[src/rtl/ctr_plaintext_packer.sv]
// Packs a narrow valid/ready plaintext word stream into BUF_W-bit buffers for the AES-CTR stage.
// Optional CTR_PACK_BYTESWAP_EN: treat each input word as little-endian (in_data[7:0] is the first byte).
module ctr_plaintext_packer #(
    parameter int WORD_W = 32,
    parameter int BUF_W  = 1024
) (
    input  logic                           clk,
    input  logic                           rst,
    input  logic [WORD_W-1:0]              in_data,
    input  logic [$clog2(WORD_W/8):0]      in_keep,
    input  logic                           in_last,
    input  logic                           in_valid,
    output logic                           in_ready,
    output logic [BUF_W-1:0]               pt_out,
    output logic [$clog2(BUF_W/8):0]       pt_bytes,
    output logic [$clog2(BUF_W/128):0]     pt_blocks,
    output logic                           pt_last,
    output logic                           pt_valid,
    input  logic                           pt_ready,
    output logic                           o_dbg_state
);

    localparam int WB      = WORD_W / 8;
    localparam int NW      = BUF_W / WORD_W;
    localparam int IDX_W   = $clog2(NW) + 1;
    localparam int KEEP_W  = $clog2(WB) + 1;
    localparam int BYTES_W = $clog2(BUF_W / 8) + 1;

    typedef enum logic {
        FILL = 1'b0,
        HOLD = 1'b1
    } state_t;

    state_t               r_state;
    state_t               w_next;
    logic [IDX_W-1:0]     r_idx;
    logic [BUF_W-1:0]     r_buf;
    logic [BYTES_W-1:0]   r_bytes;
    logic                 r_last;

    logic                 w_in_xfer;
    logic                 w_out_xfer;
    logic                 w_done;
    logic [KEEP_W-1:0]    w_keep;
    logic [WORD_W-1:0]    w_word;
    logic [BYTES_W-1:0]   w_blk_sum;

    // Handshakes: a word moves on a rising edge with in_valid & in_ready, a buffer
    // moves on a rising edge with pt_valid & pt_ready; valid never waits on ready.
    assign in_ready    = (r_state == FILL) && rst;
    assign pt_valid    = (r_state == HOLD);
    assign w_in_xfer   = in_valid && in_ready;
    assign w_out_xfer  = pt_valid && pt_ready;
    assign w_done      = w_in_xfer && (in_last || (r_idx == IDX_W'(NW - 1)));

    assign pt_out      = r_buf;
    assign pt_bytes    = r_bytes;
    assign pt_last     = r_last;
    assign w_blk_sum   = r_bytes + BYTES_W'(15);
    assign pt_blocks   = w_blk_sum[BYTES_W-1:4];
    assign o_dbg_state = r_state;

    always_comb begin
        w_keep = KEEP_W'(WB);
        if (in_last && (in_keep < KEEP_W'(WB))) begin
            w_keep = in_keep;
        end
    end

    // Lane 0 is the first byte in stream order; it always lands at the word MSB.
    always_comb begin
        w_word = '0;
        for (int b = 0; b < WB; b++) begin
            if (KEEP_W'(b) < w_keep) begin
`ifdef CTR_PACK_BYTESWAP_EN
                w_word[WORD_W-1-8*b -: 8] = in_data[8*b +: 8];
`else
                w_word[WORD_W-1-8*b -: 8] = in_data[WORD_W-1-8*b -: 8];
`endif
            end
        end
    end

    always_comb begin
        w_next = r_state;
        case (r_state)
            FILL:    if (w_done) w_next = HOLD;
            HOLD:    if (pt_ready) w_next = FILL;
            default: w_next = FILL;
        endcase
    end

    always_ff @(posedge clk or negedge rst) begin
        if (!rst) begin
            r_state <= FILL;
            r_idx   <= '0;
            r_buf   <= '0;
            r_bytes <= '0;
            r_last  <= 1'b0;
        end else begin
            r_state <= w_next;
            if (w_in_xfer) begin
                for (int k = 0; k < NW; k++) begin
                    if (r_idx == IDX_W'(k)) begin
                        r_buf[BUF_W-1-k*WORD_W -: WORD_W] <= w_word;
                    end
                end
                r_idx   <= r_idx + IDX_W'(1);
                r_bytes <= r_bytes + BYTES_W'(w_keep);
                if (w_done) begin
                    r_last <= in_last;
                end
            end else if (w_out_xfer) begin
                r_idx   <= '0;
                r_buf   <= '0;
                r_bytes <= '0;
                r_last  <= 1'b0;
            end
        end
    end

endmodule

[config.mk]
export PLATFORM = sky130hd
export DESIGN_NAME = ctr_plaintext_packer
export DESIGN_NICKNAME = d
export VERILOG_FILES = /design/src/rtl/ctr_plaintext_packer.sv
export SDC_FILE = /design/constraint.sdc
export NUM_CORES = 2
export LEC_CHECK = 0
export ABC_AREA = 1
export CAP_MARGIN = 20
export CORE_AREA = 4 4 424 426
export DETAILED_ROUTE_END_ITERATION = 12
export DIE_AREA = 0 0 428 430
export GPL_TIMING_DRIVEN = 0
export PLACE_DENSITY = 0.47
export SLEW_MARGIN = 20
export SYNTH_ARGS = -nofsm -noshare
export SYNTH_HDL_FRONTEND = slang
export SYNTH_SLANG_ARGS = --single-unit
[constraint.sdc]
create_clock -name clk -period 4.95 [get_ports clk]
set_clock_uncertainty 0.2 [all_clocks]
set_input_delay 1.485 -clock clk [delete_from_list [all_inputs] [get_ports clk]]
set_output_delay 1.485 -clock clk [all_outputs]
set_load 0.03 [all_outputs]
==> results.yml <==
cells_and_area:
  layout_common_cells: "1,522 x sky130_fd_sc_hd__nand2_1, 1,077 x sky130_fd_sc_hd__clkdlybuf4s50_1, 1,040 x sky130_fd_sc_hd__dfrtp_1"
  num-fill-cells: 18403
  final_common_cell: "sky130_fd_sc_hd__nand2_1"
  drive_above_1_share_pct: 8.637
  postLayoutCoreUtil_pct: 33.10
  fin_nets: 5548
  final_cell_count_no_fill: 7954
  area_growth_pct: 45.83
grt:
  grtUsageMet1_pct: 28.13
  grt_usage_pct: 23.65
  grt.overflow.total: 0
  grtUsageMet2_pct: 40.41
  global_route_wire_length_before_repair_microns: 304400
  grt_busiest_layer: "met2"
  grt_max_degree: 132
  first_global_vias: 35331
  initial_antenna_violation_count: 21
  gr-usage-met3_pct: 5.225
min_path:
  whs_path_depth: 2
  worst_min_delay_path_endpoint: "pt_out[960]$_DFFE_PN0P_"
  min-delay-start: "pt_out[960]$_DFFE_PN0P_"
  min-delay-path-class: "reg -> reg"
logic_synthesis:
  post_synth.cell_area_avg_sq_um: 9.307
  yosysSeqAreaShare_pct: 65.24
  mappedNetlistArea_sq_um: 39890
  syn-num-nets: 4333
  synthesis.instances: 4286
  synth.yosys.warnings: 0
  synth.ff_latch_count: 1040
  post_synth_num_cell_types: 29
pwr:
  net-switching-power_mw: 18.03
  combinationalPowerShare_pct: 45.5
  p_per_area_nw_per_um2: 706.2
  power.static_leakage_nw: 27.22
  p_seq_share_pct: 31.6
  totalPowerFinal_mw: 41.08
  power_report.internal_total_mw: 23.05
  vdd.ir_drop.worst_v: 0.0003505
  power_frac_clock_pct: 22.9
  sw_frac_of_total_pct: 43.88
route:
  final_ant_viol_nets: 0
  num_vias: 36417
  routed_wire_length_per_instance_microns: 28.37
  first_pass_iters: 5
  drc_errors: 0
  finalWirelength_microns: 225600
  vias_per_cell: 4.578
  drt_iter0_drc: 3343
critical_path:
  arrival_ns: 5.25
  worst_ep_required_time_ns: 5.44
  rrSetupSlack_ns: 1.24
  worst_path_largest_cell_delay_ns: 0.85
  critical_path_buf_inv_count: 7
  critPathTopFamily: "buffers and inverters"
  critical_path_top_delay_cell: "sky130_fd_sc_hd__nor2_1"
  cell_by_cell_listing_of_the_critical_path: "buf_16, buf_16, buf_16, inv_1, nor2_2, nand2_4, inv_4, buf_4, nand2_1, nor2_1, buf_2, nand2_1, nand2_1"
  worstReg2RegStart: "o_dbg_state$_DFF_PN0_"
  r2r-end: "pt_out[23]$_DFFE_PN0P_"
  worstSetupPathType: "in -> reg"
  setup.worst_path.start_class: "input port"
  top_fanout_value_on_the_critical_path: 57
  ff2ff_path_depth: 9
  worstSetupEndpointType: "flop"
clocking:
  clock_insertion_delay_worst_skew_ns: 0.74
  postCtsHoldBufs: 0
  cts.path.max_buffers: 3
  cts_tree: "done"
  cts.htree.levels: 3
  buffer_type_at_the_clock_tree_root: "sky130_fd_sc_hd__clkbuf_16"
  cts.sinks: 1040
  tritoncts.num_buffers: 121
  cts.clk_slew.worst_paths_ns: 0.06
floorplanning:
  rows: 154
  floorplan.die.height_microns: 430
  width_of_the_die_microns: 428
  io-pin-count: 1080
  initial_utilization_pct: 22.70
  core_area_sq_um: 175700
  fp.dieArea_sq_um: 184000
sta:
  final.period_utilization_pct: 96.17
  period_minus_slack_ns: 4.760
  fin_setup_tns_ns: 0
  setup_viol: 0
  clock.fmax_mhz: 210.1
  worst_pin_slew_ns: 1.220
  timing.slew.headroom_pct: 18.64
  slew_violations: 0
  hold_viol: 0
  rsz0062_at_grt: "false"
  final_worst_slack_ns: 0.1897
status:
  status: "completed"
placement:
  gpl.final_weighted_congestion: 0.8585
  dp_hpwl_microns: 168600
  dp_cells: 7715
  dp_worst_setup_slack_ns: -1.246
  port_buffers: 1079
job:
  cap_viol_max_count: 0
tightest hold or removal path: stages, from the launching register on:
cell                      delay, ns
sky130_fd_sc_hd__dfrtp_1       0.34
sky130_fd_sc_hd__nand2_1       0.05
sky130_fd_sc_hd__nand2_1       0.05
cells in the mapped netlist (all sizes together):
cell type	instances	area, sq um
clkbuf	95	356.6
o21ai	276	1445
xor2	2	17.52
or2	1	6.260
ha	7	87.58
dfrtp	1040	26020
nor2	331	1262
nand3b	1	7.510
nand2	1540	5836
buf	229	1182
nand4	3	18.77
nor3	2	10.01
inv	161	606.8
a21oi	287	1470
o211ai	1	7.510
nand3	310	1551
metrics by stage:
stage | cell area (sq um) | hold slack [ns]
2_1_floorplan | 39890 | 0.3128
3_3_place_gp | 53620 | 0.2579
3_5_place_dp | 53910 | 0.2583
4_1_cts | 58150 | 0.2733
5_1_grt | 58160 | 0.2866
6_report | 58170 | 0.2678
logic make-up (layout without fill, tap and decap cells):
kind of cell / Yosys count / in the layout / synth area share, %
AO/OA/AOI/OAI: 564 / 564 / 7.327
XOR/XNOR: 2 / 2 / 0.04392
adder cells (fa/ha/maj): 7 / 7 / 0.2195
buffers and inverters: 485 / 1803 / 5.379
flip-flops: 1040 / 1040 / 65.24
other: 0 / 10 / 0
AND/OR/NAND/NOR: 2188 / 2188 / 21.79
sequential cells by signal, indices dropped and copies added, names as in the netlist:
signal       flops
pt_out        1024
pt_last          1
r_idx            6
o_dbg_state      1
pt_bytes         8
metal layers:
metal | wire (microns) | vias to the layer above
met5 | 13 | -
met4 | 11800 | 2
met3 | 15740 | 346
met2 | 111300 | 1553
met1 | 86800 | 18515
li1 | - | 16001
power by group through the flow:
stage | Sequential [mW] | Clock [mW] | Combinational [mW]
after floorplan | 18.3 | 0 | 3.83
after global placement | 13.2 | 0 | 18.7
after detailed placement | 13.1 | 0 | 18.8
after CTS | 13.0 | 9.61 | 18.9
after global routing | 13.3 | 9.94 | 19.5
final | 13.0 | 9.40 | 18.7
layout make-up:
type / instances / area [sq um] / share of cell area (%)
Multi-Input combinational cell: 2761 / 11720 / 20.15
Antenna cell: 10 / 25.02 / 0.04302
Inverter: 161 / 606.8 / 1.043
Tap cell: 2340 / 2928 / 5.033
Timing Repair Buffer: 1092 / 11170 / 19.21
Clock inverter: 54 / 589.3 / 1.013
Buffer: 324 / 1548 / 2.661
Sequential cell: 1040 / 26030 / 44.74
Clock buffer: 172 / 3553 / 6.109
worst max-delay path by stage:
stage | cells past startpoint | startpoint | slack (ns) | endpoint
after global routing | 13 | rst | 0.11 | pt_out[23]$_DFFE_PN0P_
final | 13 | rst | 0.19 | pt_out[23]$_DFFE_PN0P_
after CTS | 13 | rst | 0.14 | pt_out[23]$_DFFE_PN0P_
after detailed placement | 13 | rst | -1.25 | pt_out[23]$_DFFE_PN0P_
after global placement | 1 | rst | -48.60 | pt_out[654]$_DFFE_PN0P_
after floorplan | 2 | rst | 1.43 | in_ready
timing repair:
action                     CTS  global route
buffers inserted             0             0
setup endpoints to repair  201             0
gates resized for setup      1             0
Power figures use the tool's default switching activity.
